--- config.mk ---
export PLATFORM = sky130hd
export DESIGN_NAME = median_driver_flat
export DESIGN_NICKNAME = d
export VERILOG_FILES = /design/src/rtl/median_pkg.sv /design/src/rtl/median_driver_if.sv /design/src/rtl/median_driver_pix_shift.sv /design/src/rtl/median_driver.sv /design/src/flat_wrapper.sv
export SDC_FILE = /design/constraint.sdc
export NUM_CORES = 1
export LEC_CHECK = 0
export ABC_AREA = 1
export BUFFER_PORTS_ARGS = -buffer_cell sky130_fd_sc_hd__buf_2
export CAP_MARGIN = 20
export CORE_MARGIN = 10
export CORE_UTILIZATION = 40
export DETAILED_ROUTE_END_ITERATION = 10
export MAX_ROUTING_LAYER = met4
export PLACE_DENSITY_LB_ADDON = 0.3
export REMOVE_ABC_BUFFERS = 1
export SLEW_MARGIN = 10
export SYNTH_ARGS = -nofsm -noshare
export SYNTH_HDL_FRONTEND = slang
export SYNTH_HIERARCHICAL = 1
export SYNTH_SLANG_ARGS = --single-unit
--- constraint.sdc ---
create_clock -name CLK -period 2.43 [get_ports CLK]
set_clock_uncertainty 0.05 [all_clocks]
set_input_delay 0.1215 -clock CLK [delete_from_list [all_inputs] [get_ports CLK]]
set_output_delay 0.1215 -clock CLK [all_outputs]
set_load 0.005 [all_outputs]
--- src/rtl/median_pkg.sv ---
// Shared types and constants for the serial-median initiator.
package median_pkg;

  typedef enum logic [2:0] {
    StIdle,
    StClr,
    StSend,
    StWait,
    StDone
  } state_e;

  localparam int unsigned NPIX        = 9;
  localparam int unsigned TMO_DEFAULT = 63;
  localparam int unsigned MED_LATENCY = 45;
  localparam int unsigned CNT_W       = 4;
  localparam int unsigned TMO_W       = 6;

endpackage

--- src/rtl/median_driver_if.sv ---
// Window-in / median-out handshakes plus the serial link to one MEDIAN unit.
interface median_driver_if
  import median_pkg::*;
#(
  parameter int unsigned width = 8
);

  logic [NPIX*width-1:0] WIN;
  logic                  WIN_VALID;
  logic                  WIN_READY;
  logic                  M_nRST;
  logic [width-1:0]      M_DI;
  logic                  M_DSI;
  logic [width-1:0]      M_DO;
  logic                  M_DSO;
  logic [width-1:0]      RES;
  logic                  RES_VALID;
  logic                  RES_READY;
  logic                  TIMEOUT;

  modport master (
    input  WIN, WIN_VALID, M_DO, M_DSO, RES_READY,
    output WIN_READY, M_nRST, M_DI, M_DSI, RES, RES_VALID, TIMEOUT
  );

  modport slave (
    output WIN, WIN_VALID, M_DO, M_DSO, RES_READY,
    input  WIN_READY, M_nRST, M_DI, M_DSI, RES, RES_VALID, TIMEOUT
  );

endinterface

--- src/rtl/median_driver_pix_shift.sv ---
// Loadable shift register holding one window; head is the next pixel to send.
module pix_shift #(
  parameter int unsigned width = 8,
  parameter int unsigned depth = 9
) (
  input  logic                   clk,
  input  logic                   rst,
  input  logic                   load,
  input  logic                   shift,
  input  logic [depth*width-1:0] data,
  output logic [width-1:0]       head
);

  logic [width-1:0] stage_q [depth];

  always_ff @(posedge clk or posedge rst) begin
    if (rst) begin
      for (int i = 0; i < int'(depth); i++) stage_q[i] <= '0;
    end else if (load) begin
      for (int i = 0; i < int'(depth); i++) stage_q[i] <= data[i*width +: width];
    end else if (shift) begin
      for (int i = 0; i < int'(depth) - 1; i++) stage_q[i] <= stage_q[i+1];
      stage_q[depth-1] <= '0;
    end
  end

  assign head = stage_q[0];

endmodule

--- src/rtl/median_driver.sv ---
// Streams a 3x3 window into a serial MEDIAN unit and returns its median.
module median_driver
  import median_pkg::*;
#(
  parameter int unsigned width = 8,
  parameter int unsigned TMO   = TMO_DEFAULT
) (
  input logic             CLK,
  input logic             RST,
  median_driver_if.master bus
);

  localparam logic [CNT_W-1:0] CntLast = CNT_W'(NPIX - 1);
  localparam logic [TMO_W-1:0] TmoLast = TMO_W'(TMO - 1);

  state_e             state_q, state_d;
  logic [CNT_W-1:0]   cnt_q, cnt_d;
  logic [TMO_W-1:0]   tcnt_q, tcnt_d;
  logic [width-1:0]   di_q, di_d;
  logic               dsi_q, dsi_d;
  logic               nrst_q, nrst_d;
  logic [width-1:0]   res_q, res_d;
  logic               timeout_q, timeout_d;
  logic               load, shift;
  logic [width-1:0]   head;

  pix_shift #(
    .width(width),
    .depth(NPIX)
  ) u_shift (
    .clk  (CLK),
    .rst  (RST),
    .load (load),
    .shift(shift),
    .data (bus.WIN),
    .head (head)
  );

  always_ff @(posedge CLK or posedge RST) begin
    if (RST) begin
      state_q   <= StIdle;
      cnt_q     <= '0;
      tcnt_q    <= '0;
      di_q      <= '0;
      dsi_q     <= 1'b0;
      nrst_q    <= 1'b0;
      res_q     <= '0;
      timeout_q <= 1'b0;
    end else begin
      state_q   <= state_d;
      cnt_q     <= cnt_d;
      tcnt_q    <= tcnt_d;
      di_q      <= di_d;
      dsi_q     <= dsi_d;
      nrst_q    <= nrst_d;
      res_q     <= res_d;
      timeout_q <= timeout_d;
    end
  end

  // Outputs are registered from the next state, so each state's values
  // appear during the cycle that state is occupied.
  always_comb begin
    state_d   = state_q;
    cnt_d     = cnt_q;
    tcnt_d    = tcnt_q;
    di_d      = di_q;
    dsi_d     = dsi_q;
    nrst_d    = nrst_q;
    res_d     = res_q;
    timeout_d = timeout_q;
    load      = 1'b0;
    shift     = 1'b0;

    unique case (state_q)
      StIdle: begin
        nrst_d = 1'b1;
        if (bus.WIN_VALID) begin
          load    = 1'b1;
          nrst_d  = 1'b0;
          dsi_d   = 1'b0;
          state_d = StClr;
        end
      end
      StClr: begin
        nrst_d  = 1'b1;
        dsi_d   = 1'b1;
        di_d    = head;
        shift   = 1'b1;
        cnt_d   = '0;
        tcnt_d  = '0;
        state_d = StSend;
      end
      StSend: begin
        if (cnt_q == CntLast) begin
          dsi_d   = 1'b0;
          tcnt_d  = '0;
          state_d = StWait;
        end else begin
          di_d  = head;
          shift = 1'b1;
          cnt_d = cnt_q + 1'b1;
        end
      end
      StWait: begin
        tcnt_d = tcnt_q + 1'b1;
        // DSO wins over the timeout on the same edge.
        if (bus.M_DSO) begin
          res_d   = bus.M_DO;
          state_d = StDone;
        end else if (tcnt_q == TmoLast) begin
          timeout_d = 1'b1;
          state_d   = StIdle;
        end
      end
      StDone: begin
        if (bus.RES_READY) state_d = StIdle;
      end
      default: state_d = StIdle;
    endcase
  end

  assign bus.WIN_READY = (state_q == StIdle);
  assign bus.RES_VALID = (state_q == StDone);
  assign bus.M_nRST    = nrst_q;
  assign bus.M_DI      = di_q;
  assign bus.M_DSI     = dsi_q;
  assign bus.RES       = res_q;
  assign bus.TIMEOUT   = timeout_q;

endmodule

--- src/flat_wrapper.sv ---
// flat-port wrapper written by rule: the top's interface ports become plain ports
module median_driver_flat import median_pkg::*;
#(
  parameter int unsigned width = 8,
  parameter int unsigned TMO   = TMO_DEFAULT
)
  (CLK, RST, bus_WIN, bus_WIN_VALID, bus_M_DO, bus_M_DSO, bus_RES_READY, bus_WIN_READY, bus_M_nRST, bus_M_DI, bus_M_DSI, bus_RES, bus_RES_VALID, bus_TIMEOUT);
  median_driver_if #(.width(width)) bus_i ();
  input logic CLK;
  input logic RST;
  input wire logic [$bits(bus_i.WIN)-1:0] bus_WIN;
  input wire logic [$bits(bus_i.WIN_VALID)-1:0] bus_WIN_VALID;
  input wire logic [$bits(bus_i.M_DO)-1:0] bus_M_DO;
  input wire logic [$bits(bus_i.M_DSO)-1:0] bus_M_DSO;
  input wire logic [$bits(bus_i.RES_READY)-1:0] bus_RES_READY;
  output wire logic [$bits(bus_i.WIN_READY)-1:0] bus_WIN_READY;
  output wire logic [$bits(bus_i.M_nRST)-1:0] bus_M_nRST;
  output wire logic [$bits(bus_i.M_DI)-1:0] bus_M_DI;
  output wire logic [$bits(bus_i.M_DSI)-1:0] bus_M_DSI;
  output wire logic [$bits(bus_i.RES)-1:0] bus_RES;
  output wire logic [$bits(bus_i.RES_VALID)-1:0] bus_RES_VALID;
  output wire logic [$bits(bus_i.TIMEOUT)-1:0] bus_TIMEOUT;
  assign bus_i.WIN = bus_WIN;
  assign bus_i.WIN_VALID = bus_WIN_VALID;
  assign bus_i.M_DO = bus_M_DO;
  assign bus_i.M_DSO = bus_M_DSO;
  assign bus_i.RES_READY = bus_RES_READY;
  assign bus_WIN_READY = bus_i.WIN_READY;
  assign bus_M_nRST = bus_i.M_nRST;
  assign bus_M_DI = bus_i.M_DI;
  assign bus_M_DSI = bus_i.M_DSI;
  assign bus_RES = bus_i.RES;
  assign bus_RES_VALID = bus_i.RES_VALID;
  assign bus_TIMEOUT = bus_i.TIMEOUT;
  median_driver #(.width(width), .TMO(TMO)) u_core (.CLK(CLK), .RST(RST), .bus(bus_i));
endmodule
==> results.cfg <==
[cts]
htreeDepth = 3
cts_hold_buf = 82
post_cts_buffers = 0
cts_made_buffers = 9
path_clk_slew_ps = 70
cts_resized = 0
cts_tree = built
clkLatencyLatePin_ps = 350
clk_path_buf_depth = 2
cts_root_buf = clkbuf_16
cts_sinks = 104

[finish]
drive_gt1_share_pct = 18.3
final_core_utilization_pct = 54.0
diodes = 0
final_cell_mix = nand2_1 (217), nand3_1 (160), buf_2 (105)
nNetsFinal = 830
layout_commonest_cell = nand2_1
area_growth_pct = 33.5

[floorplanning]
pin_count = 106
core_um2 = 11900
rows = 40
fp.dieArea_um2 = 16800
dieHeight_um = 130
start_util_pct = 40.4
die_w_um = 130

[drt]
wire_per_inst_um = 14.2
totalWireLength_um = 12600
viasPerCell = 4.95
drc = 0
drt_pre_antenna_iters = 5
vias = 4407
drtIter0Drc = 430
final_antenna_net_count = 0

[place]
port_buffers = 105
place_congestion = 0.821
hpwlAfterDp_um = 7930

[run_status]
status = completed

[yosys]
ys_types = 24
synth_area_per_cell_um2 = 8.38
synth_top_cell_by_area = dfrtp_1
yosys_warnings = 6
synth_top_area_share_pct = 54.0
async_reset_ff_share_pct = 100
netlist_area_um2 = 4820
synthTopCellsByArea = dfrtp_1 (54%), nand2_1 (17%), nand3_1 (17%)
synth_seq_cells = 104
yosysSeqAreaShare_pct = 54.0
netlist_instances = 575
synth_edf_count = 0
ys.flop_type = dfrtp_1

[job]
max_cap_viol_count = 0

[grt]
grt_max_degree = 77
antenna_found_initial = 0
track_usage_pct = 15.9
grt_pass1_wl_um = 21200
grt_pass1_vias = 4421
grt_overflow = 0

[timing]
period_share_pct = 82.9
slew_viol_final = 0
grt_setup_unrepaired = no
setup-violations-final = 0
max_freq_mhz = 496
relSlewSlack_pct = 57.3
setup_tns_ps = 0
tightest_slew_ps = 641
final_hold_viol_count = 0
min_period_ps = 2010

[setup_path]
rr_startpoint = u_core/cnt_q[0]
r2r_end = u_core/u_shift/stage_q[7]
r2r_cells = 9
worstSetupPathType = reg2reg
r2r_setup_slack_ps = 420
endpoint_kind = register
crit_required_ps = 2660
crit_fanout = 47
cp-start-kind = register
cp.arrival_ps = 2240
crit_path_end = u_core/u_shift/stage_q[7]
critPathLaunch = u_core/cnt_q[0]

[power_and_ir_drop]
power_density_nw_per_um2 = 1140
leakagePower_nw = 3.30
ir_drop_mv = 0.717

[worst_hold_path]
hold_path.class = in2reg
==> how the worst min path moves through the flow <==
| stage | startpoint | end | cells past startpoint |
|---|---|---|---|
| 4_1_cts | bus_M_DSO | u_core/bus.RES[0] | 3 |
| 3_3_place_gp | RST | u_core/u_shift/stage_q[57] | 3 |
| 6_report | bus_M_DSO | u_core/bus.RES[4] | 3 |
| 2_1_floorplan | RST | u_core/bus.M_DI[0] | 1 |
| 5_1_grt | bus_M_DSO | u_core/bus.RES[4] | 3 |
| 3_5_place_dp | RST | u_core/u_shift/stage_q[57] | 3 |
==> synth_stat cells, types with 2 or more instances <==
master    count
nand2_1     217
nand3_1     160
dfrtp_1     104
inv_1        18
buf_4        17
buf_2        14
buf_6         9
nor2_1        8
o21ai_0       7
ha_1          4
nand2_2       2
nand3b_1      2
nand4_1       2
==> power by group <==
part           internal [mW]  leakage (nW)  switching (mW)  total, mW
Combinational           1.08          1.83            1.93       3.01
Clock                  0.809         0.133           0.609       1.42
Sequential              2.47          1.34           0.411       2.88
Total                   4.36          3.30            2.95       7.31
==> cell type report <==
type | instances | area (um2)
inverters | 19 | 75.1
well taps | 147 | 184
clock buffers | 10 | 239
multi-input cells | 411 | 1840
flip-flops and latches | 104 | 2600
repair buffers | 196 | 1440
fillers | 1111 | 5480
clock inverters | 3 | 45.0
==> logic make-up after synthesis <==
family | Yosys count | synth area share, %
and+or+nand+nor | 395 | 35.6
DFF | 104 | 54.0
buffers and inverters | 60 | 7.82
AOI/OAI and AO/OA | 10 | 1.14
adders and majority gates | 4 | 1.04
xor gates and xnor gates | 2 | 0.364
==> metal layers <==
metal | GRT usage [%] | routed length [um] | vias up
met5 | - | 0 | -
met4 | 4.96 | 115 | 0
met3 | 3.98 | 705 | 12
met2 | 23.9 | 5950 | 149
met1 | 20.7 | 5840 | 2056
li1 | - | - | 2190
==> critical path, cell delays in order (launching register included) <==
cell and delay (ps):
dfrtp_1 420, inv_1 80, ha_1 160, nand3b_1 90
nand2_2 230, nand2_2 140, nor2_4 110, buf_4 430
nand2_1 130, nand2_1 100
==> flip-flops by register name, indices dropped and copies added, names as in the netlist <==
register and cells:
u_core/u_shift/head 8, u_core/bus.TIMEOUT 1, u_core/u_shift/stage_q 64, u_core/state_q 3
u_core/bus.M_nRST 1, u_core/bus.RES 8, u_core/cnt_q 4, u_core/bus.M_DI 8
u_core/tcnt_q 6, u_core/bus.M_DSI 1
==> metrics by stage <==
step / setup slack, ps / total power, mW / hold slack (ps) / cell area [um2] / std cells
floorplan: -1790 / 4.80 / 188 / 4510 / 534
global placement: 546 / 5.69 / 186 / 5320 / 795
detailed placement: 465 / 5.83 / 186 / 5320 / 795
CTS: 446 / 7.37 / 58.0 / 6430 / 890
global route: 256 / 7.96 / 74.6 / 6430 / 890
finish: 416 / 7.31 / 72.6 / 6430 / 890
No activity file was read; power rests on OpenSTA's default activity.
